File: src/rtl/fwd_table_ram_arbiter.sv
// Shares the forward-table RAM between fixed-latency lookup reads and handshaked config accesses.
// Optional power-up zero sweep of the table is enabled by defining FWD_TABLE_INIT_EN.
module fwd_table_ram_arbiter #(
  parameter int ADDR_W = 12,
  parameter int DATA_W = 34,
  parameter int RD_LAT = 2
) (
  input  logic              i_clk,
  input  logic              i_rst,
  input  logic              i_lkp_rd,
  input  logic [ADDR_W-1:0] iv_lkp_raddr,
  output logic [DATA_W-1:0] ov_lkp_rdata,
  output logic              o_lkp_rdata_valid,
  input  logic              i_cfg_wr,
  input  logic              i_cfg_rd,
  input  logic [ADDR_W-1:0] iv_cfg_addr,
  input  logic [DATA_W-1:0] iv_cfg_wdata,
  output logic              o_cfg_ack,
  output logic [DATA_W-1:0] ov_cfg_rdata,
  output logic              o_cfg_rdata_valid,
  output logic [ADDR_W-1:0] ov_ram_addr,
  output logic [DATA_W-1:0] ov_ram_wdata,
  output logic              o_ram_wr,
  output logic              o_ram_rd,
  input  logic [DATA_W-1:0] iv_ram_rdata,
  output logic              o_init_done
);

  logic              lkp_gnt;
  logic              wr_gnt;
  logic              rd_gnt;
  logic              init_gnt;
  logic              run;
  logic              cfg_rd_out;
  logic [ADDR_W-1:0] init_addr;
  logic [RD_LAT:0]   tag_lkp;
  logic [RD_LAT:0]   tag_cfg;

`ifdef FWD_TABLE_INIT_EN
  localparam logic [0:0] INIT_S = 1'b0;
  localparam logic [0:0] RUN_S  = 1'b1;

  logic [0:0] state;
  logic       init_done_q;

  assign run         = init_done_q;
  assign init_gnt    = (state == INIT_S) && !i_lkp_rd;
  assign o_init_done = init_done_q;

  // Config is held off until init_done is visible, so no ack can precede it.
  always_ff @(posedge i_clk) begin
    if (i_rst) begin
      state       <= INIT_S;
      init_addr   <= '0;
      init_done_q <= 1'b0;
    end else begin
      init_done_q <= (state == RUN_S);
      if (init_gnt) begin
        init_addr <= init_addr + 1'b1;
        if (init_addr == {ADDR_W{1'b1}})
          state <= RUN_S;
      end
    end
  end
`else
  assign run         = 1'b1;
  assign init_gnt    = 1'b0;
  assign init_addr   = '0;
  assign o_init_done = 1'b1;
`endif

  always_comb begin
    lkp_gnt = i_lkp_rd;
    wr_gnt  = !i_lkp_rd && run && !o_cfg_ack && i_cfg_wr;
    rd_gnt  = !i_lkp_rd && run && !o_cfg_ack && !i_cfg_wr && i_cfg_rd && !cfg_rd_out;
  end

  always_ff @(posedge i_clk) begin
    if (i_rst) begin
      ov_ram_addr       <= '0;
      ov_ram_wdata      <= '0;
      o_ram_wr          <= 1'b0;
      o_ram_rd          <= 1'b0;
      o_cfg_ack         <= 1'b0;
      tag_lkp           <= '0;
      tag_cfg           <= '0;
      cfg_rd_out        <= 1'b0;
      ov_lkp_rdata      <= '0;
      o_lkp_rdata_valid <= 1'b0;
      ov_cfg_rdata      <= '0;
      o_cfg_rdata_valid <= 1'b0;
    end else begin
      o_ram_rd  <= lkp_gnt || rd_gnt;
      o_ram_wr  <= wr_gnt || init_gnt;
      o_cfg_ack <= wr_gnt || rd_gnt;

      if (lkp_gnt)
        ov_ram_addr <= iv_lkp_raddr;
      else if (wr_gnt || rd_gnt)
        ov_ram_addr <= iv_cfg_addr;
      else if (init_gnt)
        ov_ram_addr <= init_addr;

      if (wr_gnt)
        ov_ram_wdata <= iv_cfg_wdata;
      else if (init_gnt)
        ov_ram_wdata <= '0;

      // Stage RD_LAT lines up with the cycle the RAM presents the data.
      tag_lkp <= {tag_lkp[RD_LAT-1:0], lkp_gnt};
      tag_cfg <= {tag_cfg[RD_LAT-1:0], rd_gnt};

      o_lkp_rdata_valid <= tag_lkp[RD_LAT];
      if (tag_lkp[RD_LAT])
        ov_lkp_rdata <= iv_ram_rdata;

      o_cfg_rdata_valid <= tag_cfg[RD_LAT];
      if (tag_cfg[RD_LAT])
        ov_cfg_rdata <= iv_ram_rdata;

      if (rd_gnt)
        cfg_rd_out <= 1'b1;
      else if (tag_cfg[RD_LAT])
        cfg_rd_out <= 1'b0;
    end
  end

endmodule

File: config.mk
export PLATFORM = sky130hd
export DESIGN_NAME = fwd_table_ram_arbiter
export DESIGN_NICKNAME = d
export VERILOG_FILES = /design/src/rtl/fwd_table_ram_arbiter.sv
export SDC_FILE = /design/constraint.sdc
export NUM_CORES = 1
export LEC_CHECK = 0
export BUFFER_PORTS_ARGS = -buffer_cell sky130_fd_sc_hd__buf_2
export CAP_MARGIN = 20
export CORE_ASPECT_RATIO = 1.5
export CORE_UTILIZATION = 47
export DETAILED_ROUTE_END_ITERATION = 10
export GPL_TIMING_DRIVEN = 0
export PLACE_DENSITY_LB_ADDON = 0.1
export SETUP_SLACK_MARGIN = 0.05
export SLEW_MARGIN = 20
export SYNTH_ARGS = -nofsm -noshare
export SYNTH_HDL_FRONTEND = slang
export SYNTH_SLANG_ARGS = --single-unit
export TNS_END_PERCENT = 5
File: constraint.sdc
create_clock -name i_clk -period 1.41 [get_ports i_clk]
set_input_delay 0.282 -clock i_clk [delete_from_list [all_inputs] [get_ports i_clk]]
set_output_delay 0.282 -clock i_clk [all_outputs]
set_load 0.02 [all_outputs]
==> impl_results.md <==
- CP Class: flip-flop to flip-flop
- CP top delay family: flip-flops
- Reg2reg start: o_cfg_ack
- Via count: 3852
- Reg2Reg Depth: 5
- Cell Area, Synth: 4750 µm²
- First-pass GRT wire length: 17700 µm
- TritonCTS Sinks: 126
- Hold slack: 116 ps
- Yosys reg bits: roughly 130
- Fin. max-slew vios: 0
- Io pins: 217
- Hold Startpoint: iv_cfg_wdata[12]
- Die width: about 84 µm
- Clock slew at reported path FFs: approximately 60 ps
- Simple-Gate Fraction of Synth Area: 0.106
- CTS tree: built
- PortBufs: 213
- H-tree Lvls: 4
- CP max stage cell: dfxtp_1
- Leakage: 0.00306 µW
- Biggest cell delay along the critical path: 340 ps
- R2R Path End: ov_ram_wdata[14]
- Average routed wire per standard cell: 13.9 µm
- PwrDens: about 1400 nW/µm²
- DRC violations left: 34
- Filler cells: between 700 and 800
- DRT iter0 DRCs: between 100 and 150
- Post-synthesis sequential area ratio: 0.531
- Routed wire length: 11100 µm
- Most frequent cells in the layout: buf_2 (218), dfxtp_1 (126), nor2_1 (105), mux2i_1 (101), a211oi_2 (19)
- Area of the multi-input gates: 1960 µm²
- CP Max Fanout: 10
- GP Congestion: around 0.78
- Sink of the worst hold path: ov_ram_wdata[12]
- CTS Buffer Depth: 2
- Grt ovf: 0
- Yosys Warn Count: 0
- Slew Limit Headroom: 0.595
- MaxCap Viol Count: 0
- Synth Area in Compound Gates: 0.0613
- CTS buffer count: 17
- Hold Crit Class: primary input to flip-flop
- Rows: between 40 and 50
- Cell-by-cell trace of the critical path: nor3b_2, buf_6, buf_12, mux2i_2, nor2_1
- Share of post-route cells with drive strength above 1: 0.433
- Crit start category: flip-flop
- Final min period: 1300 ps
- Root buffer cell: clkbuf_16
- Failing checks: design-rule violations
- Synthesized area per cell: 10.9 µm²
- First drt pass iteration count: 7
- Vias in the first global route: approximately 3800
- Commonest non-fill, non-tap cell in the layout: buf_2
- Nets: 763
- Final Hold Fails: 0
- Inserted Diodes: 0
- Register area: 2520 µm²
- Antenna violations before repair: 0
- Gr usage total: 0.213
- Fmax achieved: between 700 and 800 MHz
- CP arrival: around 1600 ps
- XOR/XNOR share of the synthesized area: 0
- Layout Cells excl Fill: 794
- WP data required: about 1700 ps
- Register-to-register setup slack: around 110 ps
- Bufs and invs on worst path: 2
- Worst Max-Slew Pin Slew: roughly 600 ps
- DIE AREA: 10500 µm²
- Starting Density: 0.488
- Synth Instances: 434
- Worst Setup End Kind: flip-flop
- RSZ-0062 raised after global routing: true
- Pin count of the biggest net entering global routing: 17
- Synth-to-Final Area Change: 39.2%
- Post-synthesis mux area share: 0.243
- Fin util: 0.679
- DR vias/cell: 4.85
- Net Count, Synth: 531
- Setup violations, final: 0
- Peak supply drop: 0.000905 V
- Hold buffers post-CTS: 0
- Hold Crit Depth: 3
- Clk_skew: ~7.5 ps
- Adder-Cell Fraction of Synth Area: 0
- Library cells used by synthesis: 25
- Outcome: finished with violations
- Largest family of logic cells by synthesized area: multiplexers
- Core footprint: 9740 µm²
- Final ANT Viol Nets: 0
- Placed cells: between 700 and 800
- Levels on crit path: 5
- Die Y: 125 µm
- Post-DP HPWL: 8330 µm
- Period utilization: 0.919
- Clock Latency Late Sink: 400 ps
[state kept, by name (all words and copies together) (netlist names)]
name,cells
tag_cfg,3
o_ram_wr,1
o_cfg_rdata_valid,1
o_cfg_ack,1
ov_ram_wdata,34
tag_lkp,3
ov_cfg_rdata,34
cfg_rd_out,1
ov_ram_addr,12
o_ram_rd,1
o_lkp_rdata_valid,1
ov_lkp_rdata,34
[kinds of logic (layout without fill, tap and decap cells)]
group	after synthesis	count (layout)
compound gates	26	26
mux	114	114
flops	126	126
other cells	1	1
simple gates	121	121
buf+inv	46	291
[cell usage after synthesis (all sizes together)]
| cell | instances | area, µm² |
|---|---|---|
| a211oi | 24 | 275 |
| nor2 | 106 | 400 |
| nand2b | 2 | 12.5 |
| nor2b | 8 | 52.6 |
| mux2 | 12 | 135 |
| conb | 1 | 3.75 |
| dfxtp | 126 | 2520 |
| buf | 26 | 200 |
| nor3b | 1 | 12.5 |
| o21ai | 1 | 8.76 |
| mux2i | 102 | 1020 |
| clkbuf | 7 | 26.3 |
| inv | 13 | 48.8 |
| a21o | 1 | 7.51 |
| or4b | 1 | 13.8 |
| nand2 | 3 | 11.3 |
[timing repair]
action | in CTS | in global routing
gates resized for setup | 0 | 8
setup endpoints to repair | 0 | 41
endpoints found under the hold margin | 0 | 0
buffers inserted | 0 | 0
[area by class of cell]
class	count	area share
plain buffers	33	0.0367
flip-flops and latches	126	0.381
inverters	13	0.00738
repair buffers	213	0.161
clock inverters	13	0.0287
well taps	115	0.0218
clock buffers	19	0.0670
multi-input cells	262	0.296
[worst max-delay path by stage]
stage / startpoint / endpoint / slack, ps
after floorplan: o_cfg_ack / ov_ram_addr[1] / 170
after global placement: i_rst / ov_cfg_rdata[25] / -20
after detailed placement: i_rst / ov_cfg_rdata[23] / -50
after CTS: tag_lkp[2] / ov_lkp_rdata[30] / 50
after global routing: tag_cfg[2] / ov_cfg_rdata[22] / 50
final: o_cfg_ack / ov_ram_wdata[14] / 110
[metal layers]
layer	vias up	wire, µm	GRT usage
met1	1772	4320	0.234
met3	15	783	0.0640
met4	0	184	0.0984
li1	1913	-	-
met2	152	5760	0.374
met5	-	0	0
[worst min-delay path, cell delays in order]
cell	delay, ps
buf_2	70
mux2i_1	50
nor2_1	70
[through the flow]
| stage | cell area (µm²) | worst slack (ps) | power, µW | TNS [ps] |
|---|---|---|---|---|
| 2_1_floorplan | 4750 | 172 | 4360 | 0 |
| 3_3_place_gp | 5960 | -15.9 | 4680 | -136 |
| 3_5_place_dp | 5960 | -48.6 | 4700 | -375 |
| 4_1_cts | 6600 | 51.7 | 9260 | 0 |
| 5_1_grt | 6620 | 47.1 | 9510 | 0 |
| 6_report | 6620 | 115 | 9180 | 0 |
[power breakdown]
| group | leakage, µW | total (µW) | internal (µW) | switching, µW |
|---|---|---|---|---|
| combinational | 0.00174 | 884 | 386 | 498 |
| sequential | 0.00103 | 3740 | 3680 | 55.6 |
| clock | 0.000295 | 4560 | 3010 | 1550 |
| total | 0.00306 | 9180 | 7080 | 2100 |
Note: power is estimated with default switching activity, not from simulation.
